$ cat config.mk
export PLATFORM = sky130hd
export DESIGN_NAME = command_issuer_flat
export DESIGN_NICKNAME = d
export VERILOG_FILES = /design/src/rtl/command_issuer_if.sv /design/src/rtl/command_issuer.sv /design/src/flat_wrapper.sv
export SDC_FILE = /design/constraint.sdc
export NUM_CORES = 1
export LEC_CHECK = 0
export ABC_AREA = 0
export CORE_MARGIN = 1.5
export CORE_UTILIZATION = 45
export CTS_CLUSTER_SIZE = 40
export DETAILED_ROUTE_END_ITERATION = 16
export PLACE_DENSITY = 0.72
export SLEW_MARGIN = 20
export SYNTH_ARGS = -nofsm -noshare
export SYNTH_HDL_FRONTEND = slang
export SYNTH_SLANG_ARGS = --single-unit
$ cat constraint.sdc
create_clock -name clk -period 3.8 [get_ports clk]
set_input_delay 0.38 -clock clk [delete_from_list [all_inputs] [get_ports clk]]
set_output_delay 0.38 -clock clk [all_outputs]
set_load 0.005 [all_outputs]
$ cat src/rtl/command_issuer_if.sv
// Command issuer bus: producer-side valid/ready push plus the
// controller-side command word and syscall pulse.
interface command_issuer_if;
    logic        in_valid;
    logic [11:0] in_cmd;
    logic        in_ready;
    logic [11:0] command;
    logic        syscall;

    modport slave (
        input  in_valid,
        input  in_cmd,
        output in_ready,
        output command,
        output syscall
    );

    modport master (
        output in_valid,
        output in_cmd,
        input  in_ready,
        input  command,
        input  syscall
    );
endinterface

$ cat src/rtl/command_issuer.sv
// Command issuer: FIFO-buffers 12-bit commands and paces them into a
// controller with no back-pressure, holding each command for its op latency.
// Ports: clk, rst_n (async low); bus (in_valid/in_cmd/in_ready push side,
// command/syscall controller side); flush (sync queue clear);
// busy, count (FIFO occupancy), issued_cnt (wrapping issue count).
module command_issuer #(
    parameter int DEPTH   = 8,
    parameter int OP_LAT  = 4,
    parameter int CAS_LAT = 5
) (
    input  logic                     clk,
    input  logic                     rst_n,
    command_issuer_if.slave          bus,
    input  logic                     flush,
    output logic                     busy,
    output logic [$clog2(DEPTH):0]   count,
    output logic [15:0]              issued_cnt
);
    localparam int AW   = $clog2(DEPTH);
    localparam int CW   = AW + 1;
    localparam int MAXL = (OP_LAT > CAS_LAT) ? OP_LAT : CAS_LAT;
    localparam int WW   = $clog2(MAXL + 1);

    typedef enum logic {IDLE, WAIT} state_e;

    logic [11:0]   mem_q [DEPTH];
    logic [AW-1:0] rd_q, wr_q;
    logic [CW-1:0] cnt_q, cnt_d;
    state_e        state_q;
    logic [WW-1:0] wait_q;
    logic [11:0]   cmd_q;
    logic          sys_q;
    logic [15:0]   iss_q;

    logic          push, pop;
    logic [11:0]   head;
    logic [WW-1:0] lat;

    assign bus.in_ready = !flush && (cnt_q < CW'(DEPTH));
    assign push = bus.in_valid && bus.in_ready;
    // A flush edge never pops, so the queue really ends up empty.
    assign pop  = (state_q == IDLE) && (cnt_q != '0) && !flush;
    assign head = mem_q[rd_q];
    assign lat  = (head[11:9] == 3'b111) ? WW'(CAS_LAT) : WW'(OP_LAT);

    always_comb begin
        cnt_d = cnt_q;
        if (push && !pop)
            cnt_d = cnt_q + CW'(1);
        else if (pop && !push)
            cnt_d = cnt_q - CW'(1);
    end

    // Storage needs no reset: entries are only read when counted valid.
    always_ff @(posedge clk) begin
        if (push)
            mem_q[wr_q] <= bus.in_cmd;
    end

    always_ff @(posedge clk or negedge rst_n) begin
        if (!rst_n) begin
            rd_q  <= '0;
            wr_q  <= '0;
            cnt_q <= '0;
        end else if (flush) begin
            rd_q  <= '0;
            wr_q  <= '0;
            cnt_q <= '0;
        end else begin
            if (push)
                wr_q <= wr_q + AW'(1);
            if (pop)
                rd_q <= rd_q + AW'(1);
            cnt_q <= cnt_d;
        end
    end

    always_ff @(posedge clk or negedge rst_n) begin
        if (!rst_n) begin
            state_q <= IDLE;
            wait_q  <= '0;
            cmd_q   <= '0;
            sys_q   <= 1'b0;
            iss_q   <= '0;
        end else begin
            unique case (state_q)
                IDLE: begin
                    sys_q <= 1'b0;
                    if (pop) begin
                        cmd_q   <= head;
                        sys_q   <= 1'b1;
                        wait_q  <= lat;
                        iss_q   <= iss_q + 16'd1;
                        state_q <= WAIT;
                    end
                end
                WAIT: begin
                    // WAIT spans exactly lat cycles; command is frozen.
                    sys_q  <= 1'b0;
                    wait_q <= wait_q - WW'(1);
                    if (wait_q == WW'(1))
                        state_q <= IDLE;
                end
                default: state_q <= IDLE;
            endcase
        end
    end

    assign bus.command = cmd_q;
    assign bus.syscall = sys_q;
    assign busy        = (state_q == WAIT);
    assign count       = cnt_q;
    assign issued_cnt  = iss_q;
endmodule

$ cat src/flat_wrapper.sv
// flat-port wrapper written by rule: the top's interface ports become plain ports
module command_issuer_flat 
#(
    parameter int DEPTH   = 8,
    parameter int OP_LAT  = 4,
    parameter int CAS_LAT = 5
)
  (clk, rst_n, flush, busy, count, issued_cnt, bus_in_valid, bus_in_cmd, bus_in_ready, bus_command, bus_syscall);
  command_issuer_if bus_i ();
  input  logic clk;
  input  logic rst_n;
  input  logic flush;
  output logic busy;
  output logic [$clog2(DEPTH):0] count;
  output logic [15:0] issued_cnt;
  input wire logic [$bits(bus_i.in_valid)-1:0] bus_in_valid;
  input wire logic [$bits(bus_i.in_cmd)-1:0] bus_in_cmd;
  output wire logic [$bits(bus_i.in_ready)-1:0] bus_in_ready;
  output wire logic [$bits(bus_i.command)-1:0] bus_command;
  output wire logic [$bits(bus_i.syscall)-1:0] bus_syscall;
  assign bus_i.in_valid = bus_in_valid;
  assign bus_i.in_cmd = bus_in_cmd;
  assign bus_in_ready = bus_i.in_ready;
  assign bus_command = bus_i.command;
  assign bus_syscall = bus_i.syscall;
  command_issuer #(.DEPTH(DEPTH), .OP_LAT(OP_LAT), .CAS_LAT(CAS_LAT)) u_core (.clk(clk), .rst_n(rst_n), .bus(bus_i), .flush(flush), .busy(busy), .count(count), .issued_cnt(issued_cnt));
endmodule
==> results.json <==
{
  "status": "complete, no violations",
  "syn_inst": 337,
  "n_fill_cell": 967,
  "cts.sinks": 139,
  "antenna_found_initial": 0,
  "reg2reg_from": "u_core.count[3]",
  "path_max_fanout": 34,
  "cts-htree-levels": 4,
  "area_growth_pct": 22.6,
  "grt_start_max_net_pins": 44,
  "vias_per_cell": 5.14,
  "synth_cell_type_count": 36,
  "synth_top_cell_area_share_pct": 51.4,
  "drc": 0,
  "die_w_um": 115,
  "relSlewSlack_pct": 37.1,
  "p_leak_nw": 2.47,
  "synth.ff_latch_count": 139,
  "dieHeight_um": 115,
  "grt_pass1_vias": 3093,
  "power_mw": 4.36,
  "cp-start-kind": "flop",
  "finalSetupTns_ps": 0,
  "cts-root-buf": "clkbuf_16",
  "syn-num-nets": 361,
  "reg2reg_to": "u_core.issued_cnt[3]",
  "whs_ps": 425,
  "fp.dieArea_mm2": 0.0131,
  "worst_pin_slew_ps": 944,
  "cts.path.max_buffers": 2,
  "wl_per_cell_um": 17.7,
  "yosysSeqAreaShare_pct": 70.5,
  "drive_above_1_share_pct": 15.9,
  "globalplace.congestion": 0.740,
  "post-route-min-period_ps": 2440,
  "power_frac_comb_pct": 20.0,
  "rsz0062_at_grt": "no",
  "initial_core_util_pct": 46.3,
  "cts_made_buffers": 17,
  "setup_viol": 0,
  "drtIter0Drc": 190,
  "power.density_mw_per_mm2": 634,
  "yosysTopAreaCell": "edfxtp_1",
  "crit_arrival_ps": 2770,
  "p_sw_mw": 1.13,
  "p_clk_share_pct": 34.7,
  "wirelength_mm": 10.3,
  "ys_warn_count": 0,
  "finalHoldViolCount": 0,
  "final_common_cell": "edfxtp_1",
  "coreArea_mm2": 0.0121,
  "drv_cap": 0,
  "crit_type": "flop to flop",
  "numPortBuffers": 50,
  "clk_pin_slew_worst_paths_ps": 60,
  "dpl.hpwl_mm": 6.38,
  "seq_power_share_pct": 45.3,
  "layout_common_cells": "edfxtp_1 (96), clkdlybuf4s50_1 (49), dfrtp_1 (43)",
  "grt_use_total_pct": 17.3,
  "reg2reg_depth": 5,
  "synth_area_leaders": "edfxtp_1 (51%), dfrtp_1 (19%), mux4_2 (9.6%)",
  "p_int_mw": 3.23,
  "skew_ps": 5.64,
  "grt_pass1_wl_mm": 16.5,
  "n_antenna_cell": 0,
  "row_count": 40,
  "route.vias.total": 2997,
  "synth.avg_cell_area_um2": 16.7,
  "post_cts_buffers": 0,
  "ant_nets": 0,
  "cts_tree": "yes",
  "critPathRequiredTime_ps": 4130,
  "swShare_pct": 25.9,
  "worstSetupEndpointType": "flop",
  "maxSlewViolCount": 0,
  "hold_class": "input pin to asynchronous set/reset pin",
  "clock_latency_ps": 410,
  "grt-ovfl-total": 0,
  "nets": 427,
  "detail_route.first_pass.iterations": 4,
  "worst-r2r-setup-slack_ps": 1360,
  "clock.fmax_mhz": 410,
  "peakVddDrop_mv": 0.349,
  "fin_crit_sh_pct": 64.1,
  "syn_area_mm2": 0.00561,
  "ios": 51
}
==> layout make-up <==
class	count	area (um^2)	area share, %
clock inverters	12	106	1.55
clock buffers	19	433	6.29
repair buffers	62	601	8.73
inverters	10	37.5	0.546
flip-flops and latches	139	3960	57.5
well taps	168	210	3.06
multi-input cells	173	1530	22.3
==> registers in the layout, summed over array words and instances (netlist names) <==
name / flops
u_core.mem_q: 96
u_core.count: 4
u_core.bus.syscall: 1
u_core.busy: 1
u_core.rd_q: 3
u_core.bus.command: 12
u_core.issued_cnt: 16
u_core.wr_q: 3
u_core.wait_q: 3
==> Yosys cell counts <==
library cell and number:
or2_4 1, fa_1 1, and3_1 1, mux2i_1 15, xnor2_1 11, buf_4 5, a21oi_1 2, a31oi_1 1
buf_2 6, or4_4 1, or2_1 1, ha_1 7, nor3_2 1, a21o_1 1, edfxtp_1 96, o211ai_1 1
clkbuf_1 4, nand2b_1 4, or4_1 1, o22ai_1 2, nand4_1 5, dfrtp_1 43, nand2_1 35, xor2_1 9
inv_1 10, o21ai_0 16, o21bai_1 2, mux4_2 24, nor3b_2 1, o21a_1 1, nor2_1 15, nor4_4 2
nor3b_1 1, nand3_1 4, nor3_1 6, nor4_1 1
==> timing repair <==
action / in CTS / in global routing
gates resized for setup: 0 / 0
hold buffers: 0 / 1
setup endpoints to repair: 0 / 0
endpoints found under the hold margin: 0 / 15
==> worst max-delay path, stage by stage (launching register included) <==
cell and delay (ps):
dfrtp_1 490, nor4_4 560, or2_1 800, inv_1 210, nand4_1 170, xnor2_1 120
==> how the worst max path moves through the flow <==
stage	start	endpoint	slack [ps]	depth (start not counted)
2_1_floorplan	flush	u_core.mem_q[0][0]	1390	4
3_3_place_gp	flush	u_core.count[3]	1100	8
3_5_place_dp	flush	u_core.count[3]	980	8
4_1_cts	u_core.count[3]	u_core.issued_cnt[3]	1330	5
5_1_grt	u_core.count[3]	u_core.issued_cnt[3]	1170	5
6_report	u_core.count[3]	u_core.issued_cnt[3]	1360	5
==> stage by stage <==
step | setup slack, ps | utilization (%) | instance area, um^2 | cells
after floorplan | 1390 | - | 5610 | 337
after global placement | 1100 | 52.1 | 6310 | 550
after detailed placement | 985 | 52.1 | 6310 | 550
after CTS | 1330 | 56.5 | 6850 | 581
after global routing | 1170 | 56.8 | 6880 | 583
final | 1360 | 56.8 | 6880 | 583
==> metal layers <==
metal  routed length, um  vias up  track usage, %
met1                4470     1508            22.0
met2                5240       83            28.1
li1                    -     1398               -
met3                 530        8            5.19
met4                 104        0            7.00
met5                   0        -               0
==> kinds of logic (layout without fill, tap and decap cells) <==
logic type               after synthesis  count (layout)  synth area share, %
AO/OA/AOI/OAI                         26              26                 2.61
XOR/XNOR                              20              20                 3.12
adder cells (fa/ha/maj)                8               8                 1.92
buffers and inverters                 25             103                 2.14
flip-flops                           139             139                 70.5
multiplexers                          39              39                 12.3
AND/OR/NAND/NOR                       80              80                 7.36
==> power by group through the flow <==
stage | sequential, mW | clock [mW] | combinational, mW
after floorplan | 1.94 | 0 | 0.551
after global placement | 2.00 | 0 | 0.859
after detailed placement | 2.01 | 0 | 0.886
after CTS | 1.98 | 1.54 | 0.889
after global routing | 2.00 | 1.61 | 0.979
final | 1.98 | 1.51 | 0.874
Power figures use the tool's default switching activity.
